`src/rtl/bps_pkg.sv`:
```
// ============================================================================
// bps_pkg
// Shared BP-S opcode constants, opcode width and controller state encoding.
// Revision: 1.0
// ============================================================================
`default_nettype none

package bps_pkg;

  localparam int OPCODE_W = 3;

  localparam logic [OPCODE_W-1:0] OP_IDLE       = 3'd0;
  localparam logic [OPCODE_W-1:0] OP_LOAD       = 3'd1;
  localparam logic [OPCODE_W-1:0] OP_DOWN       = 3'd2;
  localparam logic [OPCODE_W-1:0] OP_UP         = 3'd3;
  localparam logic [OPCODE_W-1:0] OP_STORE_DOWN = 3'd4;
  localparam logic [OPCODE_W-1:0] OP_STORE_UP   = 3'd5;

  localparam int STATE_W = 2;

  localparam logic [STATE_W-1:0] ST_IDLE  = 2'd0;
  localparam logic [STATE_W-1:0] ST_ISSUE = 2'd1;
  localparam logic [STATE_W-1:0] ST_DRAIN = 2'd2;

  function automatic logic op_is_legal(input logic [OPCODE_W-1:0] op);
    return (op >= OP_LOAD) && (op <= OP_STORE_UP);
  endfunction

endpackage

`default_nettype wire

```
`src/rtl/bps_node_counter.sv`:
```
// ============================================================================
// bps_node_counter
// Loadable up/down node counter with end-of-chain detect; never wraps.
// Revision: 1.0
// ============================================================================
`default_nettype none

module bps_node_counter #(
  parameter int NUM_NODES = 16,
  parameter int NODE_W    = 4
) (
  input  logic              clk,
  input  logic              rst,
  input  logic              i_load,
  input  logic              i_down,
  input  logic              i_step,
  output logic [NODE_W-1:0] o_node,
  output logic              o_last
);

  localparam logic [NODE_W-1:0] C_TOP = NODE_W'(NUM_NODES - 1);

  logic              r_down;
  logic [NODE_W-1:0] r_node;

  always_ff @(posedge clk) begin
    if (rst) begin
      r_down <= 1'b0;
      r_node <= '0;
    end else if (i_load) begin
      r_down <= i_down;
      r_node <= i_down ? C_TOP : '0;
    end else if (i_step && !o_last) begin
      r_node <= r_down ? (r_node - 1'b1) : (r_node + 1'b1);
    end
  end

  assign o_node = r_node;
  assign o_last = r_down ? (r_node == '0) : (r_node == C_TOP);

endmodule

`default_nettype wire

```
`src/rtl/bps_slave_ctrl.sv`:
```
// ============================================================================
// bps_slave_ctrl
// BP-S responder: expands opcodes into per-node datapath steps, stalls master.
// Optional perf counters (op_cycles/op_count) under BPS_SLAVE_PERF_EN.
// Revision: 1.0
// ============================================================================
`default_nettype none

module bps_slave_ctrl
  import bps_pkg::*;
#(
  parameter int NUM_NODES = 16,
  parameter int NODE_W    = 4
) (
  input  logic                clk,
  input  logic                rst,
  input  logic [OPCODE_W-1:0] bps_opcode,
  output logic                bps_stall,
  output logic                dp_valid,
  output logic [OPCODE_W-1:0] dp_op,
  output logic [NODE_W-1:0]   dp_node,
  output logic                dp_last,
  input  logic                dp_ready,
  input  logic                dp_idle,
  output logic                op_err
`ifdef BPS_SLAVE_PERF_EN
  ,
  output logic [15:0]         op_cycles,
  output logic [15:0]         op_count
`endif
);

  logic [STATE_W-1:0]  r_state;
  logic [STATE_W-1:0]  w_state_nxt;
  logic                r_stall;
  logic [OPCODE_W-1:0] r_op;
  logic                r_err;
  logic                w_accept;
  logic                w_valid;
  logic                w_step;
  logic                w_last;
  logic                w_err_set;

  assign w_accept  = (r_state == ST_IDLE) && op_is_legal(bps_opcode);
  assign w_err_set = (r_state == ST_IDLE) ? (bps_opcode > OP_STORE_UP)
                                          : (bps_opcode != OP_IDLE);

  always_ff @(posedge clk) begin
    if (rst) r_state <= ST_IDLE;
    else     r_state <= w_state_nxt;
  end

  always_comb begin
    w_state_nxt = r_state;
    case (r_state)
      ST_IDLE:  if (w_accept)           w_state_nxt = ST_ISSUE;
      ST_ISSUE: if (dp_ready && w_last) w_state_nxt = ST_DRAIN;
      ST_DRAIN: if (dp_idle)            w_state_nxt = ST_IDLE;
      default:                          w_state_nxt = ST_IDLE;
    endcase
  end

  always_comb begin
    w_valid = (r_state == ST_ISSUE);
    w_step  = w_valid && dp_ready;
  end

  // Stall is its own flop so it rises on the accepting edge, not a cycle late.
  always_ff @(posedge clk) begin
    if (rst) begin
      r_stall <= 1'b0;
      r_op    <= OP_IDLE;
      r_err   <= 1'b0;
    end else begin
      if (w_accept) begin
        r_stall <= 1'b1;
        r_op    <= bps_opcode;
      end else if ((r_state == ST_DRAIN) && dp_idle) begin
        r_stall <= 1'b0;
      end
      if (w_err_set) r_err <= 1'b1;
    end
  end

  bps_node_counter #(
    .NUM_NODES (NUM_NODES),
    .NODE_W    (NODE_W)
  ) u_node_counter (
    .clk    (clk),
    .rst    (rst),
    .i_load (w_accept),
    .i_down (bps_opcode == OP_UP),
    .i_step (w_step),
    .o_node (dp_node),
    .o_last (w_last)
  );

  assign bps_stall = r_stall;
  assign dp_valid  = w_valid;
  assign dp_op     = r_op;
  assign dp_last   = w_valid && w_last;
  assign op_err    = r_err;

`ifdef BPS_SLAVE_PERF_EN
  logic [15:0] r_run;
  logic [15:0] r_cycles;
  logic [15:0] r_count;
  logic [15:0] w_run_inc;

  assign w_run_inc = (r_run == 16'hFFFF) ? r_run : (r_run + 16'd1);

  always_ff @(posedge clk) begin
    if (rst) begin
      r_run    <= '0;
      r_cycles <= '0;
      r_count  <= '0;
    end else begin
      if (w_accept)                r_run <= '0;
      else if (r_state != ST_IDLE) r_run <= w_run_inc;
      if ((r_state == ST_DRAIN) && dp_idle) begin
        r_cycles <= w_run_inc;
        r_count  <= r_count + 16'd1;
      end
    end
  end

  assign op_cycles = r_cycles;
  assign op_count  = r_count;
`endif

endmodule

`default_nettype wire

```
`config.mk`:
```
export PLATFORM = sky130hd
export DESIGN_NAME = bps_slave_ctrl
export DESIGN_NICKNAME = d
export VERILOG_FILES = /design/src/rtl/bps_pkg.sv /design/src/rtl/bps_node_counter.sv /design/src/rtl/bps_slave_ctrl.sv
export SDC_FILE = /design/constraint.sdc
export NUM_CORES = 1
export LEC_CHECK = 0
export CORE_MARGIN = 2
export CORE_UTILIZATION = 48
export DETAILED_ROUTE_END_ITERATION = 10
export MAX_ROUTING_LAYER = met4
export PLACE_DENSITY = 0.87
export REMOVE_ABC_BUFFERS = 1
export SLEW_MARGIN = 20
export SYNTH_ARGS = -nofsm -noshare
export SYNTH_HDL_FRONTEND = slang
export SYNTH_SLANG_ARGS = --single-unit
```
`constraint.sdc`:
```
create_clock -name clk -period 3.55 [get_ports clk]
set_input_delay 1.065 -clock clk [delete_from_list [all_inputs] [get_ports clk]]
set_output_delay 1.065 -clock clk [all_outputs]
set_load 0.01 [all_outputs]
```
==> qor.txt <==
DR iter-0 viols - 15
sequential power share - 43.3%
share of Yosys cell area claimed by the top area cell type - 37.4%
clock transition time at the flip-flop clock pins of the worst setup and hold paths - 0.08 ns
maximum count of clock buffers along a single path - 2
ratio of cells with drive above 1 in the final layout - 11.0%
number of synthesis warnings - 0
count of antenna-violating nets left after detailed routing - 0
wire length of the first global-routing pass - 2110 µm
busiest metal layer after global routing - met2
maximum number of pins on one net before global-route repair - 13
last weighted congestion value of the routability-driven placer - 0.812
Gates resized, CTS repair - 0
switching power as a share of total power - 29.0%
async set-reset flop share out of synthesis - 0%
leakage - 0.344 nW
Post-synth top flop - sky130_fd_sc_hd__dfxtp_1
Final Instance Count excl. Fillers - 106
worst reg-to-reg setup slack - 1.92 ns
crit path DAT - 2.03 ns
power per cell area - 432 nW/µm²
number of clock sinks - 12
die height - 40.6 µm
launching element type of the critical path - flip-flop
maximum fanout along the worst path - 7
number of enable flip-flop cells after synthesis - 0
peak supply drop - 0.000264 V
quantity of I/O buffers inserted on ports - 17
combinational share of power - 27.2%
most common library cells after synthesis - 12 x sky130_fd_sc_hd__dfxtp_1, 8 x sky130_fd_sc_hd__nor2_1, 6 x sky130_fd_sc_hd__a21oi_1
clock network fraction of design power - 29.5%
area inside the core boundary - 1270 µm²
headroom to the max-slew limit - 73.3%
fraction of the core area covered by cells at the end of the flow - 67.8%
Filler Cells Inserted - 122
Final Slew Violations - 0
aggregate global routing overflow - 0
detailed-route via count - 588
Avg Synthesized Cell Area - 8.93 µm²
worst slew pin tran - 0.399 ns
capturing element type of the critical path - output port
CTS tree - yes
Switching Power - 0.000108 W
clock latency on the worst-skew pair - 0.28 ns
drt wl/cell - 13.0 µm
horizontal extent of the die - 40.6 µm
Site Rows - 13
total of max-cap violations - 0
Via-to-Cell Ratio - 5.55
outcome - complete, no violations
Layout area overhead - 33.7%
total setup violations reported at the end of the flow - 0
Antenna diodes - 0
effective utilization at floorplan - 50.7%
upper clock frequency limit - 323 MHz
main area contributors after synthesis - sky130_fd_sc_hd__dfxtp_1 37%, sky130_fd_sc_hd__a221oi_1 5.4%, sky130_fd_sc_hd__a21oi_1 4.7%
cell area reported after detailed placement - 823 µm²
summed instance area of the synthesized netlist - 643 µm²
count of pins on the block boundary - 18
met3 Track Usage GR - 3.33%
Hold WC Path Type - reg -> reg
sequential-to-total area share from yosys stat - 37.4%
placed wire-length estimate - 1070 µm
number of distinct library cell variants in the gate-level netlist after synthesis - 29
Finished Cell Area - 860 µm²
total of hold buffers inserted after clock tree synthesis - 0
number of placed cells counting well taps - 102
number of design rule violations left after detail routing - 0
multi-input combinational cell area - 379 µm²
number of search-and-repair iterations in the first detailed-routing pass - 4
initial antenna violation count - 0
area taken by flip-flops and latches - 240 µm²
pre-CTS setup slack - 0.778 ns
total CTS buffers - 3
global routing usage on met1 - 23.8%
most numerous cell in the Yosys netlist - sky130_fd_sc_hd__dfxtp_1
critical path start-end classification - reg -> out
total number of H-tree levels - 1
clock root buffer - sky130_fd_sc_hd__clkbuf_4
Total Die Area - 1650 µm²
Total Neg Setup Slack - 0 ns
register bit total from synthesis - 12
number of nets in the finished design - 102
crit path setup slack, layout - 0.457 ns
Crit path required time - 2.48 ns
met2 global-route usage - 31.7%
internal power consumption - 0.000264 W
clock period minus final worst setup slack - 3.09 ns
number of global-route vias before repair - 517
maximum clock skew at final layout - 0.00348 ns
RSZ-0062 raised after global routing - false
Routed WL - 1380 µm
cell count after synthesis - 72
count of endpoints failing hold in the final timing report - 0
period utilization - 87.1%
Total Routing Usage GR - 20.3%
total setup buffers inserted after CTS - 0
leading area contributor after synthesis - sky130_fd_sc_hd__dfxtp_1
[critical path, stage by stage, from the launching register on]
cell	delay, ns
sky130_fd_sc_hd__dfxtp_1	0.47
sky130_fd_sc_hd__and4b_2	0.27
sky130_fd_sc_hd__mux2i_2	0.28
sky130_fd_sc_hd__and2b_2	0.26
sky130_fd_sc_hd__clkdlybuf4s50_1	0.47
[metrics by stage]
step / total power, W / hold slack (ns)
after floorplan: 0.000218 / 0.452
after global placement: 0.000263 / 0.446
after detailed placement: 0.000265 / 0.457
after CTS: 0.000374 / 0.467
after global routing: 0.000391 / 0.495
final: 0.000372 / 0.461
[state kept, by name (all words and copies together), names as in the netlist]
signal / cells
r_state: 2
u_node_counter.r_down: 1
dp_op: 3
op_err: 1
bps_stall: 1
u_node_counter.o_node: 4
[logic make-up after synthesis]
kind of cell,synth area share [%]
AND/OR/NAND/NOR,25.1
AO/OA/AOI/OAI,17.3
flip-flops,37.4
buffers and inverters,3.69
multiplexers,6.81
adder cells (fa/ha/maj),7.00
XOR/XNOR,2.72
[routing by layer]
| metal | vias up | wire length (µm) |
|---|---|---|
| li1 | 299 | - |
| met2 | 20 | 637 |
| met5 | - | 0 |
| met3 | 4 | 67 |
| met4 | 0 | 28 |
| met1 | 265 | 648 |
[placed cells by master (no fill, tap or decap), types with 2 or more instances in the layout]
cell,n
sky130_fd_sc_hd__a221oi_1,4
sky130_fd_sc_hd__nor2_1,8
sky130_fd_sc_hd__nor2b_1,2
sky130_fd_sc_hd__nand2b_1,2
sky130_fd_sc_hd__dfxtp_1,12
sky130_fd_sc_hd__o21ai_0,4
sky130_fd_sc_hd__nand3_1,2
sky130_fd_sc_hd__clkdlybuf4s50_1,17
sky130_fd_sc_hd__a21oi_1,6
sky130_fd_sc_hd__ha_1,2
sky130_fd_sc_hd__mux2i_1,3
sky130_fd_sc_hd__nand3b_1,3
sky130_fd_sc_hd__inv_1,4
sky130_fd_sc_hd__nand2_1,4
sky130_fd_sc_hd__clkbuf_4,3
[cell type report]
cell class,count,area share (%)
clock buffer,4,4.22
inverter,4,1.75
multi-input combinational,54,44.1
sequential,12,27.9
tap,15,2.18
timing repair buffer,17,19.8
[power groups by stage]
stage	Sequential [W]	Clock [W]	Combinational, W
2_1_floorplan	0.000167	0	0.0000510
3_3_place_gp	0.000164	0	0.0000985
4_1_cts	0.000161	0.000112	0.000102
3_5_place_dp	0.000164	0	0.000101
5_1_grt	0.000163	0.000116	0.000113
6_report	0.000161	0.000110	0.000101
[worst paths after layout]
check                           cells past startpoint                       end                  start
worst min-delay path                                2                 bps_stall              bps_stall
worst max register to register                      5  u_node_counter.o_node[3]  u_node_counter.r_down
worst min register to register                      2                 bps_stall              bps_stall
worst max-delay path                                4                   dp_last  u_node_counter.r_down
(Power assumes the default switching activity.)
